## src/rtl/tt_sweep_pkg.sv

```systemverilog
// rtl/tt_sweep_pkg.sv - shared types, constants and helpers for the truth-table sweeper
//
// Purpose: FSM state encoding, derived-size functions (samples per word,
// word count, counter widths) and a popcount helper used by the sweeper.
// Ports: none (package).
package tt_sweep_pkg;

  typedef logic [1:0] state_t;

  localparam state_t IDLE  = 2'd0;
  localparam state_t SWEEP = 2'd1;
  localparam state_t EMIT  = 2'd2;

  // Number of vector samples packed into one truth-table word.
  function automatic int samples_per_word(input int word_w, input int n_out);
    return word_w / n_out;
  endfunction

  // Number of words needed to cover all 2^n_in vectors (last may be partial).
  function automatic int num_words(input int n_in, input int s);
    return ((1 << n_in) + s - 1) / s;
  endfunction

  // err_vec can reach 2^n_in, so it needs one bit more than the vector.
  function automatic int err_vec_width(input int n_in);
    return n_in + 1;
  endfunction

  // err_bit can reach 2^n_in * n_out.
  function automatic int err_bit_width(input int n_in, input int n_out);
    return n_in + 1 + $clog2(n_out + 1);
  endfunction

  // Partition output widths are at most 32 bits.
  function automatic int popcount(input logic [31:0] x);
    int c;
    c = 0;
    for (int i = 0; i < 32; i++) c += int'(x[i]);
    return c;
  endfunction

endpackage

```

## src/rtl/tt_packer.sv

```systemverilog
// rtl/tt_packer.sv - insert register that packs per-vector samples into a word
//
// Purpose: holds the partially built truth-table word and the slot index of
// the next sample. word_next is the pack register with the current sample
// already inserted, so the owner can capture a completed word on the same
// edge that writes its final sample.
// Ports:
//   clk, rst_n  clock and synchronous active-low reset
//   clr         clear pack register and slot index (takes priority over wr_en)
//   wr_en       insert din at the current slot and advance the slot
//   din         N_OUT-bit sample for the current vector
//   word_next   pack register with din inserted at the current slot
//   full        current slot is the last slot in the word
import tt_sweep_pkg::*;

module tt_packer #(
  parameter int N_OUT  = 1,
  parameter int WORD_W = 32
) (
  input  logic              clk,
  input  logic              rst_n,
  input  logic              clr,
  input  logic              wr_en,
  input  logic [N_OUT-1:0]  din,
  output logic [WORD_W-1:0] word_next,
  output logic              full
);

  localparam int S      = samples_per_word(WORD_W, N_OUT);
  localparam int SLOT_W = (S > 1) ? $clog2(S) : 1;

  logic [WORD_W-1:0] pack;
  logic [SLOT_W-1:0] slot;

  always_comb begin
    word_next = pack;
    word_next[slot*N_OUT +: N_OUT] = din;
  end

  assign full = (slot == SLOT_W'(S - 1));

  always_ff @(posedge clk) begin
    if (!rst_n || clr) begin
      pack <= '0;
      slot <= '0;
    end else if (wr_en) begin
      pack <= word_next;
      slot <= full ? '0 : slot + SLOT_W'(1);
    end
  end

endmodule

```

## src/rtl/partition_tt_sweeper.sv

```systemverilog
// rtl/partition_tt_sweeper.sv - sweeps all partition input vectors, packs and scores outputs
//
// Purpose: drives every input vector into an approximate and an exact
// partition, packs the approximate outputs into WORD_W-bit words streamed
// out with a valid/ready handshake, and counts vector and bit mismatches.
// Ports:
//   clk, rst_n          clock and synchronous active-low reset
//   start, abort        begin sweep (IDLE only) / abandon sweep
//   vec_o               registered input vector to both partitions
//   approx_i, exact_i   partition outputs for vec_o
//   tt_data, tt_valid   packed approximate truth-table word and its valid
//   tt_ready            downstream accepts tt_data
//   busy, done          sweep in progress / sweep completed (level)
//   err_vec, err_bit    mismatching vectors / mismatching output bits
import tt_sweep_pkg::*;

module partition_tt_sweeper #(
  parameter int N_IN   = 11,
  parameter int N_OUT  = 1,
  parameter int WORD_W = 32
) (
  input  logic                                   clk,
  input  logic                                   rst_n,
  input  logic                                   start,
  input  logic                                   abort,
  output logic [N_IN-1:0]                        vec_o,
  input  logic [N_OUT-1:0]                       approx_i,
  input  logic [N_OUT-1:0]                       exact_i,
  output logic [WORD_W-1:0]                      tt_data,
  output logic                                   tt_valid,
  input  logic                                   tt_ready,
  output logic                                   busy,
  output logic                                   done,
  output logic [N_IN:0]                          err_vec,
  output logic [N_IN+1+$clog2(N_OUT+1)-1:0]      err_bit
);

  localparam int ERR_VEC_W = err_vec_width(N_IN);
  localparam int ERR_BIT_W = err_bit_width(N_IN, N_OUT);

  state_t              state;
  logic [N_OUT-1:0]    diff;
  logic                mism;
  logic                last;
  logic                full;
  logic [WORD_W-1:0]   word_next;
  logic [ERR_BIT_W-1:0] bit_inc;
  logic                pack_clr;
  logic                pack_wr;

  assign diff    = approx_i ^ exact_i;
  assign mism    = |diff;
  assign last    = &vec_o;
  assign bit_inc = ERR_BIT_W'(popcount(32'(diff)));
  assign busy    = (state != IDLE);

  // The pack register is emptied when a sweep begins and after every
  // accepted word; it is only written while sampling in SWEEP.
  assign pack_clr = ((state == IDLE) && start && !abort) ||
                    ((state == EMIT) && tt_ready && !abort);
  assign pack_wr  = (state == SWEEP) && !abort;

  tt_packer #(
    .N_OUT  (N_OUT),
    .WORD_W (WORD_W)
  ) u_packer (
    .clk       (clk),
    .rst_n     (rst_n),
    .clr       (pack_clr),
    .wr_en     (pack_wr),
    .din       (approx_i),
    .word_next (word_next),
    .full      (full)
  );

  always_ff @(posedge clk) begin
    if (!rst_n) begin
      state    <= IDLE;
      vec_o    <= '0;
      tt_data  <= '0;
      tt_valid <= 1'b0;
      done     <= 1'b0;
      err_vec  <= '0;
      err_bit  <= '0;
    end else begin
      case (state)
        IDLE: begin
          // abort in IDLE masks a simultaneous start
          if (start && !abort) begin
            state   <= SWEEP;
            vec_o   <= '0;
            err_vec <= '0;
            err_bit <= '0;
            done    <= 1'b0;
          end
        end
        SWEEP: begin
          if (abort) begin
            state    <= IDLE;
            tt_valid <= 1'b0;
            done     <= 1'b0;
          end else begin
            err_vec <= err_vec + ERR_VEC_W'(mism);
            err_bit <= err_bit + bit_inc;
            if (full || last) begin
              tt_data  <= word_next;
              tt_valid <= 1'b1;
              state    <= EMIT;
            end else begin
              vec_o <= vec_o + N_IN'(1);
            end
          end
        end
        EMIT: begin
          if (abort) begin
            state    <= IDLE;
            tt_valid <= 1'b0;
            done     <= 1'b0;
          end else if (tt_ready) begin
            tt_valid <= 1'b0;
            if (last) begin
              done  <= 1'b1;
              state <= IDLE;
            end else begin
              vec_o <= vec_o + N_IN'(1);
              state <= SWEEP;
            end
          end
        end
        default: state <= IDLE;
      endcase
    end
  end

endmodule

```

## config.mk

```make
export PLATFORM = sky130hd
export DESIGN_NAME = partition_tt_sweeper
export DESIGN_NICKNAME = d
export VERILOG_FILES = /design/src/rtl/tt_sweep_pkg.sv /design/src/rtl/tt_packer.sv /design/src/rtl/partition_tt_sweeper.sv
export SDC_FILE = /design/constraint.sdc
export NUM_CORES = 1
export LEC_CHECK = 0
export CAP_MARGIN = 10
export CORE_MARGIN = 3
export CORE_UTILIZATION = 35
export CTS_CLUSTER_DIAMETER = 50
export CTS_CLUSTER_SIZE = 16
export DETAILED_ROUTE_END_ITERATION = 12
export PLACE_DENSITY = 0.56
export SYNTH_ARGS = -nofsm -noshare
export SYNTH_HDL_FRONTEND = slang
export SYNTH_SLANG_ARGS = --single-unit
```

## constraint.sdc

```tcl
create_clock -name clk -period 4.44 [get_ports clk]
set_input_delay 0.444 -clock clk [delete_from_list [all_inputs] [get_ports clk]]
set_output_delay 0.444 -clock clk [all_outputs]
set_load 0.1 [all_outputs]
```

==> impl_metrics.yaml, run 1 <==
cts:
  clk_path_buf_depth: 2
  postCtsSetupBuffers: 0
  cts.clk_slew.worst_paths_ns: 0.07
  clock_sinks: 109
  cts_buffers: 9
  cts_tree: "yes"
  clk_latency_ns: 0.35
  clock-root-buffer: "clkbuf_16"
  cts_max_level: 3
  cts_resized: 0
  hold_buffers: 0
power_and_ir_drop:
  p_leak_nw: 2.43
  intPower_mw: 1.63
  switchingPower_uw: 578
  seqPwrFrac: 0.453
  power.density_nw_per_um2: 331
  ir_worst_vdd_mv: 0.274
  p_comb_frac: 0.132
  pwr-share-clk: 0.415
  sw_frac_of_total: 0.262
min_path:
  worst_hold_path_type: "reg2reg"
  hp-start: "u_packer.pack[3]"
  holdPathStages: 2
  holdPathEnd: "u_packer.pack[3]"
die:
  dieArea_sq_um: 17100
  ios: 78
  start_util: 0.367
  die_w_um: 131
  core_sq_um: 14900
  rows: 44
  die-height_um: 131
yosys:
  syn_nets: 678
  netlist_area_sq_um: 5450
  syn-mean-instance-area_sq_um: 8.28
  synth_area_leaders: "dfxtp_1, mux2i_1, nand2_1"
  synth_warnings: 0
  yosys.area.top_type: "dfxtp_1"
  ys_seq_area_frac: 0.400
  yosysTopAreaCellShare: 0.400
  post_synth_inst_count: 658
  synth_cell_types: 55
  ys_ff_latch: 109
routing:
  drc_errors: 0
  dr.pass1.iters: 5
  detail-route-antenna-nets: 0
  vias: 4868
  drt-vias-per-instance: 5.42
  drt_wl_total_mm: 14.1
  routedWlPerCell_um: 15.7
  drt-initial-drc-count: 393
setup_path:
  path_max_fanout: 16
  timing.rr.start: "u_packer.slot[0]"
  r2r.worst_path.cells: 9
  cp_cell_sequence: "inv_1, ha_1, nor3b_1, ha_1, or3b_2, mux2i_1, and2_1, nand2_1, mux2i_1"
  critical_path.max_stage_delay_ns: 0.66
  crit_slowest_cell: "dfxtp_1"
  worst-r2r-setup-slack_ns: 0.85
  timing.rr.end: "u_packer.pack[27]"
  endpoint_kind: "register"
  cp.required_ns: 4.64
  start_kind: "register"
  timing.critical_path.arrival_ns: 3.79
  criticalPathCategory: "reg2reg"
global_route:
  grt_antenna_before_repair: 0
  track_usage: 0.172
  grt_pass1_wl_mm: 23.6
  grt_pass1_vias: 4717
  grt-ovfl-total: 0
  grt_max_degree: 56
placement:
  post-place-ws_ns: 0.843
  placed_cells: 884
  place_hpwl_mm: 9.89
  gp_congestion: 0.910
  portBuffers: 77
layout:
  instances_no_fill: 898
  drive_gt1_frac: 0.0658
  n_antenna_cell: 0
  fin_nets: 731
  areaGrowthSynthToFinish_pct: 22.3
  nFillCells: 1439
timing:
  rsz0062_at_grt: "no"
  final.setup.worst_slack_ns: 0.847
  drv_slew: 0
  worstMarginPinSlew_ns: 1.01
  setup-violations-final: 0
  hold_viol_final: 0
  skew_ns: 0.00429
  fmax_mhz: 278
  relSlewSlack: 0.322
  period_needed_ns: 3.59
  finalCritPeriodShare: 0.809
  setup_tns_ns: 0
run:
  drv_cap: 0
run_status:
  status: "finished, final reports clean"
-- cell families (layout without fill, tap and decap cells) --
kind of cell / after synthesis / after routing / synth area share
AOI/OAI and AO/OA: 149 / 149 / 0.157
xor gates and xnor gates: 23 / 23 / 0.0370
adders and majority gates: 13 / 13 / 0.0298
buffers and inverters: 54 / 110 / 0.0420
DFF: 109 / 109 / 0.400
muxes: 44 / 44 / 0.0808
and+or+nand+nor: 266 / 266 / 0.253
-- state kept, by name, indices dropped and copies added (netlist names) --
name,count
u_packer.slot,5
done,1
err_bit,13
vec_o,11
tt_data,32
tt_valid,1
u_packer.pack,32
err_vec,12
state,2
-- stage by stage --
stage               area (sq um)   util  total power [mW]  hold WS (ns)
floorplan                   5450      -              1.24         0.433
CTS                         6670  0.448              2.23         0.460
finish                      6670  0.448              2.21         0.458
global route                6670  0.448              2.31         0.482
detailed placement          6330  0.426              1.32         0.451
global placement            6330  0.426              1.31         0.440
-- cell usage in the layout, fill, tap and decap left out, drive strengths merged, types with 4 or more instances in the layout --
master,count
buf,8
nand2,89
nor2,48
a22oi,5
dfxtp,109
xnor2,9
a221oi,5
nand4,10
clkbuf,10
xor2,14
and3,7
nor4b,6
a21oi,53
or4,9
o21ai,57
inv,10
a31oi,6
clkdlybuf4s50,77
ha,13
o21a,7
nor3b,4
nand3,36
mux2i,44
nand2b,9
nor3,21
nor4,5
or3,8
-- per-layer routing --
| layer | vias to the layer above | track usage | part of all wire |
|---|---|---|---|
| met1 | 2304 | 0.220 | 0.46 |
| met2 | 108 | 0.285 | 0.48 |
| met3 | 19 | 0.0435 | 0.039 |
| met4 | 0 | 0.0557 | 0.023 |
| met5 | - | 0 | 0 |
| li1 | 2437 | - | - |
-- worst max-delay path by stage --
stage / from / endpoint / slack, ns / cells past startpoint
6_report: u_packer.slot[0] / u_packer.pack[27] / 0.85 / 9
5_1_grt: u_packer.slot[0] / u_packer.pack[27] / 0.55 / 9
3_5_place_dp: u_packer.slot[0] / u_packer.pack[27] / 0.84 / 9
2_1_floorplan: u_packer.slot[0] / u_packer.pack[9] / 1.69 / 12
3_3_place_gp: u_packer.slot[0] / u_packer.pack[27] / 0.97 / 9
4_1_cts: u_packer.slot[0] / u_packer.pack[27] / 0.81 / 9
-- critical path, delay by kind of cell (launching register included) --
family,cells,cell delay (ns)
mux,2,0.80
simple gates,4,1.11
fa+ha+maj,2,0.72
flops,1,0.66
buf+inv,1,0.15
-- power by group through the flow --
stage | Clock, mW | Combinational [mW] | Sequential, mW
2_1_floorplan | 0 | 0.197 | 1.04
3_3_place_gp | 0 | 0.292 | 1.02
3_5_place_dp | 0 | 0.294 | 1.02
4_1_cts | 0.939 | 0.294 | 1.00
5_1_grt | 0.983 | 0.322 | 1.00
6_report | 0.916 | 0.293 | 1.00
-- synth_stat cells (all sizes together) --
cell	number
dfxtp	109
nand2	89
o21ai	57
a21oi	53
nor2	48
mux2i	44
nand3	36
clkbuf	26
nor3	21
buf	17
xor2	14
ha	13
inv	10
nand4	10
nand2b	9
or4	9
xnor2	9
or3	8
and3	7
o21a	7
a31oi	6
nor4b	6
a221oi	5
a22oi	5
nor4	5
nor3b	4
a31o	3
and2	3
nand3b	3
o31ai	3
or2	3
or3b	3
a21bo	2
o22ai	2
a211oi	1
a21boi	1
and4	1
clkinv	1
nor2b	1
o211ai	1
o2bb2ai	1
o31a	1
o41ai	1
-- final cells by class --
cell class | instances | area (sq um) | share of cell area
clock buffers | 10 | 239 | 0.0359
clock inverters | 4 | 97.6 | 0.0146
inverters | 11 | 41.3 | 0.00619
multi-input cells | 495 | 3040 | 0.457
flip-flops and latches | 109 | 2180 | 0.327
well taps | 184 | 230 | 0.0345
repair buffers | 85 | 831 | 0.125
(Power assumes the default switching activity.)
==> inputs of run 2 (changes only) <==
--- a/config.mk
+++ b/config.mk
@@ -11,7 +11,7 @@
 export CTS_CLUSTER_DIAMETER = 50
 export CTS_CLUSTER_SIZE = 16
 export DETAILED_ROUTE_END_ITERATION = 12
-export PLACE_DENSITY = 0.56
+export PLACE_DENSITY = 0.58
 export SYNTH_ARGS = -nofsm -noshare
 export SYNTH_HDL_FRONTEND = slang
 export SYNTH_SLANG_ARGS = --single-unit
==> constraint.sdc (replaced) <==
create_clock -name clk -period 3.08 [get_ports clk]
set_input_delay 0.308 -clock clk [delete_from_list [all_inputs] [get_ports clk]]
set_output_delay 0.308 -clock clk [all_outputs]
set_load 0.1 [all_outputs]
==> impl_metrics.yaml, run 2 (synthesis results as in run 1) <==
placement:
  portBuffers: 77
  gp_congestion: 0.907
  place_hpwl_mm: 10.2
die:
  dieArea_sq_um: 17100
  die-height_um: 131
  core_sq_um: 14900
  die_w_um: 131
  ios: 78
  start_util: 0.367
  rows: 44
layout:
  multi_input_area_sq_um: 3040
  areaGrowthSynthToFinish_pct: 22.8
  drive_gt1_frac: 0.127
  fin_nets: 750
  regArea_sq_um: 2180
  layout_commonest_cell: "dfxtp_1"
  final_util: 0.450
  reg.largest.list: "tt_data x32, u_packer.pack x32, err_bit x13"
  nFillCells: 1457
  n_antenna_cell: 0
  final_cell_mix: "dfxtp_1, nand2_1, buf_4, o21ai_0, a21oi_1"
timing:
  hold_viol_final: 0
  setup-violations-final: 0
  fmax_mhz: 359
  rsz0062_at_grt: "no"
  drv_slew: 0
  period_needed_ns: 2.78
  setup_tns_ns: 0
  skew_ns: 0.00504
  worstMarginPinSlew_ns: 0.992
  relSlewSlack: 0.337
  finalCritPeriodShare: 0.903
setup_path:
  critical_path.max_stage_delay_ns: 0.53
  cp.required_ns: 3.35
  cp_common_cell: "ha_1"
  crit_slowest_cell: "or4_1"
  cp_cell_sequence: "buf_4, ha_1, and3_1, ha_1, o21a_1, nor2_1, nand4_1, or4_1, a21oi_1"
  criticalPathCategory: "reg2reg"
  endpoint_kind: "register"
  start_kind: "register"
  cp_top_family: "simple AND/OR/NAND/NOR gates"
  timing.critical_path.buf_inv: 1
  path_max_fanout: 15
  timing.critical_path.arrival_ns: 3.05
cts:
  clock-root-buffer: "clkbuf_16"
  hold_buffers: 0
  clock_sinks: 109
  cts_max_level: 3
  cts_tree: "yes"
  clk_path_buf_depth: 2
  cts.clk_slew.worst_paths_ns: 0.07
  cts_resized: 0
  postCtsSetupBuffers: 0
  clk_latency_ns: 0.35
  cts_buffers: 9
power_and_ir_drop:
  seqPwrFrac: 0.477
  switchingPower_uw: 840
  power.density_nw_per_um2: 450
  p_leak_nw: 2.56
  ir_worst_vdd_mv: 0.301
  intPower_mw: 2.17
  p_comb_frac: 0.147
  pwr-share-clk: 0.375
  sw_frac_of_total: 0.279
global_route:
  grt-ovfl-total: 0
  grt_antenna_before_repair: 0
  track_usage: 0.171
  grt_max_degree: 56
  grt_pass1_wl_mm: 23.5
  grt_pass1_vias: 4736
min_path:
  worst_hold_path_type: "reg2reg"
routing:
  dr.pass1.iters: 5
  detail-route-antenna-nets: 0
  routedWlPerCell_um: 15.6
  drc_errors: 0
  drt_wl_total_mm: 14.3
  drt-initial-drc-count: 322
  vias: 4947
  drt-vias-per-instance: 5.38
run:
  drv_cap: 0
run_status:
  status: "finished, final reports clean"
-- run 2: changes by cell type in the layout (fill, tap and decap cells not counted) --
cell / previous run / this run
buf_4: 8 / 54
clkdlybuf4s50_1: 77 / 50
bufinv_16: 3 / 0
clkbuf_1: 0 / 2
clkbuf_8: 1 / 3
clkinv_4: 0 / 1
-- run 2: final timing paths --
| check | start | to | slack (ns) | depth (start not counted) |
|---|---|---|---|---|
| max | u_packer.slot[0] | vec_o[8] | 0.30 | 9 |
| min | u_packer.pack[8] | u_packer.pack[8] | 0.46 | 2 |
| max reg2reg | u_packer.slot[0] | vec_o[8] | 0.30 | 9 |
| min reg2reg | u_packer.pack[8] | u_packer.pack[8] | 0.46 | 2 |
-- run 2: worst reg2reg max path, cell delays in order, from the launching register on --
cell and delay [ns]:
dfxtp_1 0.31, buf_4 0.18, ha_1 0.23, and3_1 0.19
ha_1 0.30, o21a_1 0.22, nor2_1 0.23, nand4_1 0.36
or4_1 0.53, a21oi_1 0.15
-- run 2: power groups by stage --
stage / clock, mW / sequential (mW) / combinational (mW)
after detailed placement: 0 / 1.47 / 0.441
after global routing: 1.22 / 1.44 / 0.483
after CTS: 1.17 / 1.44 / 0.443
final: 1.13 / 1.44 / 0.444
after global placement: 0 / 1.47 / 0.436
after floorplan: 0 / 1.50 / 0.284
-- run 2: cell type report --
cell class                 instances  area share
multi-input combinational        495       0.455
sequential                       109       0.326
timing repair buffer             104       0.135
clock buffer                      14      0.0409
tap                              184      0.0344
inverter                          11     0.00617
clock inverter                     2     0.00243
-- run 2: layer usage --
metal	routed length, um	vias to the layer above	part of all wire	track usage
met5	0	-	0	0
met4	234	0	0.016	0.0520
met3	619	19	0.043	0.0370
met2	7030	118	0.49	0.291
met1	6470	2340	0.45	0.217
li1	-	2470	-	-
-- run 2: metrics by stage --
stage / instances / cell area, sq um / hold slack, ns / setup slack, ns / total power, mW
after floorplan: 658 / 5450 / 0.433 / 0.329 / 1.79
after global placement: 903 / 6400 / 0.440 / 0.461 / 1.90
after detailed placement: 903 / 6400 / 0.457 / 0.369 / 1.91
after CTS: 919 / 6690 / 0.467 / 0.363 / 3.05
after global routing: 919 / 6690 / 0.483 / 0.118 / 3.14
final: 919 / 6690 / 0.460 / 0.298 / 3.01
==> RTL edit 1 (settings of run 2) <==
`N_OUT` is set to 1 in 2 places; all go to 2.
--- a/src/rtl/tt_packer.sv
+++ b/src/rtl/tt_packer.sv
@@ -15,5 +15,5 @@
 
 module tt_packer #(
-  parameter int N_OUT  = 1,
+  parameter int N_OUT  = 2,
   parameter int WORD_W = 32
 ) (
--- a/src/rtl/partition_tt_sweeper.sv
+++ b/src/rtl/partition_tt_sweeper.sv
@@ -17,5 +17,5 @@
 module partition_tt_sweeper #(
   parameter int N_IN   = 11,
-  parameter int N_OUT  = 1,
+  parameter int N_OUT  = 2,
   parameter int WORD_W = 32
 ) (
Interface: changed (resized approx_i, err_bit and exact_i); port bits go from 78 to 81. No check against the original RTL was run, so the function may have changed too.
==> RTL edit 1 against run 2 <==
- die area decreased by 4.3%
- final cell count decreased by 8.2%
- sequential cell count did not move
- via count shrank 11%
- critical path depth is 3 lower
- worst setup slack better by 0.23 ns
- final area fell by 4.5%
- power up 5.9%
- routed wire length is 13% lower
- largest power group unchanged
- core utilization is essentially flat
- area after synthesis shrank 4.5%
==> RTL edit 1: results <==
INSERT INTO impl_metrics (metric_group, metric, value, unit) VALUES
('final_layout', 'fraction_of_final_layout_cells_sized_beyond_drive_strength_1', '12.7', '%'),
('routing', 'detailedRoute.firstIterationViolations', '264', ''),
('routing', 'drt_first_pass_iters', '4', ''),
('global_routing', 'first_global_vias', '4182', ''),
('final_layout', 'fillers', '1393', ''),
('critical_path', 'crit_arrival', '2.76', 'ns'),
('placement', 'placed_area', '6070', 'um2'),
('outcome', 'run_status', 'finished clean', ''),
('critical_path', 'highest_delay_cell_along_the_critical_path', 'sky130_fd_sc_hd__dfxtp_1', ''),
('synthesis', 'sequential_element_share_of_the_synthesized_area', '41.9', '%'),
('critical_path', 'cp_max_fo', '10', ''),
('power', 'ir_worst_vdd', '0.000406', 'V'),
('synthesis', 'synth.top_cells.by_area', 'sky130_fd_sc_hd__dfxtp_1, sky130_fd_sc_hd__mux2i_1, sky130_fd_sc_hd__a211oi_1, sky130_fd_sc_hd__nor2_1, sky130_fd_sc_hd__nand2_1', ''),
('global_routing', 'gr-usage-all-layers', '15.6', '%'),
('timing', 'fin_skew', '0.00538', 'ns'),
('timing', 'layout_min_cycle_time', '2.55', 'ns'),
('synthesis', 'synth_fp_nets', '611', ''),
('critical_path', 'worst-r2r-cell-count', '6', ''),
('synthesis', 'post_synth_most_frequent_cells', 'sky130_fd_sc_hd__dfxtp_1, sky130_fd_sc_hd__nor2_1, sky130_fd_sc_hd__nand2_1', ''),
('power', 'leakage', '2.21', 'nW');
[RTL edit 1: changes by cell type after synthesis, sizes merged, moves of 12 or more]
cell | before | now
nor2 | 48 | 78
mux2i | 44 | 32
a211oi | 1 | 41
a21oi | 53 | 37
o21ai | 57 | 27
nand2 | 89 | 51
[RTL edit 1: tightest hold or removal path, delay by kind of cell (launching register included)]
family | cells | cell delay (ns)
AO/OA/AOI/OAI | 1 | 0.05
flip-flops | 1 | 0.31
AND/OR/NAND/NOR | 1 | 0.05
[RTL edit 1: worst min-delay path by stage]
stage	endpoint	slack [ns]	cells after the start
floorplan	u_packer.pack[14]	0.44	2
global placement	u_packer.pack[31]	0.44	2
detailed placement	u_packer.pack[30]	0.45	2
CTS	u_packer.pack[30]	0.46	2
global route	u_packer.pack[6]	0.49	2
finish	u_packer.pack[30]	0.46	2
[RTL edit 1: metal layers]
layer | track usage (%) | up-vias | routed length (um)
met4 | 3.87 | 0 | 114
li1 | - | 2243 | -
met2 | 24.2 | 84 | 5710
met1 | 21.3 | 2082 | 6130
met5 | 0 | - | 0
met3 | 4.83 | 10 | 601
[RTL edit 1: metrics by stage]
stage                     utilization, %  cells  hold slack (ns)
final                               45.0    844            0.458
after global routing                45.0    844            0.489
after CTS                           45.0    844            0.459
after detailed placement            42.7    828            0.450
after global placement              42.7    828            0.443
after floorplan                        -    590            0.436
[RTL edit 1: logic make-up after synthesis]
| logic type | count (synthesis) | share of synthesized area, % |
|---|---|---|
| AND/OR/NAND/NOR | 225 | 22.3 |
| AO/OA/AOI/OAI | 136 | 17.2 |
| flip-flops | 109 | 41.9 |
| buffers and inverters | 51 | 4.95 |
| multiplexers | 32 | 6.15 |
| XOR/XNOR | 25 | 4.49 |
| adder cells (fa/ha/maj) | 12 | 3.03 |
[RTL edit 1: report_power, final]
part	switching, mW	internal [mW]
combinational	0.327	0.145
sequential	0.0238	1.45
clock	0.529	0.715
total	0.880	2.31
[RTL edit 1: layout make-up]
| type | count | share of cell area (%) |
|---|---|---|
| Multi-Input combinational cell | 430 | 43.6 |
| Clock buffer | 9 | 3.52 |
| Clock inverter | 7 | 1.57 |
| Sequential cell | 109 | 34.1 |
| Timing Repair Buffer | 93 | 12.8 |
| Inverter | 16 | 0.940 |
| Tap cell | 180 | 3.52 |
==> RTL edit 2 (flow settings as in run 2) <==
Made on the original files. Register the output `err_bit` once more, with the module's reset; this adds one clock of latency there. The other outputs are not delayed to match.
--- a/src/rtl/partition_tt_sweeper.sv
+++ b/src/rtl/partition_tt_sweeper.sv
@@ -38,4 +38,6 @@
   localparam int ERR_VEC_W = err_vec_width(N_IN);
   localparam int ERR_BIT_W = err_bit_width(N_IN, N_OUT);
+
+  logic [N_IN+1+$clog2(N_OUT+1)-1:0] err_bit_s0;
 
   state_t              state;
@@ -82,5 +84,5 @@
       done     <= 1'b0;
       err_vec  <= '0;
-      err_bit  <= '0;
+      err_bit_s0 <= '0;
     end else begin
       case (state)
@@ -91,5 +93,5 @@
             vec_o   <= '0;
             err_vec <= '0;
-            err_bit <= '0;
+            err_bit_s0 <= '0;
             done    <= 1'b0;
           end
@@ -102,5 +104,5 @@
           end else begin
             err_vec <= err_vec + ERR_VEC_W'(mism);
-            err_bit <= err_bit + bit_inc;
+            err_bit_s0 <= err_bit_s0 + bit_inc;
             if (full || last) begin
               tt_data  <= word_next;
@@ -133,4 +135,12 @@
   end
 
+  always_ff @(posedge clk) begin
+    if (!rst_n) begin
+      err_bit <= '0;
+    end else begin
+      err_bit <= err_bit_s0;
+    end
+  end
+
 endmodule
 
Check against the original RTL: not equivalent (Yosys sat finds a counterexample within 4 cycles, from zero or initial values and one cycle with rst_n low).
==> RTL edit 2 against run 2 <==
- power is 47% higher
- sequential power is 14% higher
- count of clock-buffer cells in the layout is 3 higher
- sequential cell count is 13 higher
- via count is 2.7% higher
- area after synthesis is 6.3% higher
- worst setup slack better by 0.14 ns
- die area is 6.0% higher
- final area is 9.1% higher
- clock skew is 0.0017 ns higher
- routed wire length is 4.1% higher
- critical endpoint unchanged
- largest power group is now the clock network
==> RTL edit 2: results <==
INSERT INTO impl_metrics (metric_group, metric, value, unit) VALUES
('clocking', 'tritoncts.num_buffers', '17', ''),
('synthesis', 'synthesized_area_per_cell', '8.44', 'um2'),
('timing', 'final_critical_path_setup_slack', '0.434', 'ns'),
('global_routing', 'global_route_wire_length_before_repair', '24.5', 'mm'),
('routing', 'route.final.wire_length', '14.9', 'mm'),
('final_layout', 'fillers', '1550', ''),
('routing', 'avgRoutedWirePerCell', '15.3', 'um'),
('power', 'ir_worst_vdd', '0.000394', 'V'),
('routing', 'detailedRoute.firstIterationViolations', '398', ''),
('timing', 'final.hold.worst_slack', '0.451', 'ns'),
('placement', 'hpwl', '10.2', 'mm'),
('placement', 'pre_cts_slack', '0.448', 'ns'),
('routing', 'wirelength_met1', '6.74', 'mm'),
('final_layout', 'fraction_of_final_layout_cells_sized_beyond_drive_strength_1', '12.1', '%'),
('critical_path', 'critical_path.max_stage_delay', '0.47', 'ns'),
('synthesis', 'synth.lib_cells_used.distinct', '56', ''),
('clocking', 'worst_skew_pair.late_latency', '0.41', 'ns'),
('placement', 'place.gp.congestion', '0.811', ''),
('outcome', 'run_status', 'finished clean', ''),
('timing', 'fin_skew', '0.00672', 'ns'),
('critical_path', 'crit_arrival', '2.97', 'ns'),
('routing', 'num_vias', '5079', ''),
('clocking', 'clock_h_tree_levels', '4', ''),
('synthesis', 'synth.top_cells.by_area', 'sky130_fd_sc_hd__dfxtp_1, sky130_fd_sc_hd__a21oi_1, sky130_fd_sc_hd__nand2_1, sky130_fd_sc_hd__mux2i_1, sky130_fd_sc_hd__o21ai_0', ''),
('placement', 'post-place-cells', '947', '');
==> RTL edit 2: cell count changes after synthesis, moves of 11 or more <==
cell / change
sky130_fd_sc_hd__and2_1: +19
sky130_fd_sc_hd__mux2i_1: -15
sky130_fd_sc_hd__nor3_1: -14
sky130_fd_sc_hd__dfxtp_1: +13
sky130_fd_sc_hd__a21oi_1: +11
==> RTL edit 2: tightest hold or removal path, stage by stage <==
cell and delay [ns]:
sky130_fd_sc_hd__buf_2 0.29, sky130_fd_sc_hd__nand2_1 0.15, sky130_fd_sc_hd__mux2i_1 0.06
==> RTL edit 2: layout make-up <==
| type | count | area, um2 | share of cell area [%] |
|---|---|---|---|
| Multi-Input combinational cell | 500 | 3080 | 42.2 |
| Sequential cell | 122 | 2440 | 33.4 |
| Timing Repair Buffer | 94 | 861 | 11.8 |
| Clock buffer | 17 | 425 | 5.82 |
| Tap cell | 216 | 270 | 3.70 |
| Clock inverter | 15 | 165 | 2.26 |
| Inverter | 15 | 56.3 | 0.771 |
==> RTL edit 2: cell families after synthesis <==
kind of cell             share of synthesized area, %
AND/OR/NAND/NOR                                  23.9
AO/OA/AOI/OAI                                    16.5
flip-flops                                       42.1
buffers and inverters                            4.86
multiplexers                                     5.44
XOR/XNOR                                         3.76
adder cells (fa/ha/maj)                          3.45
==> RTL edit 2: metal layers <==
metal  global-route usage [%]  vias to the layer above
li1                         -                     2545
met1                     21.0                     2358
met2                     27.8                      153
met3                     4.06                       23
met4                     6.56                        0
met5                        0                        -
==> RTL edit 2: power breakdown <==
| part | internal, mW | switching, mW |
|---|---|---|
| clock | 1.20 | 0.780 |
| combinational | 0.238 | 0.559 |
| sequential | 1.61 | 0.0263 |
| total | 3.06 | 1.36 |
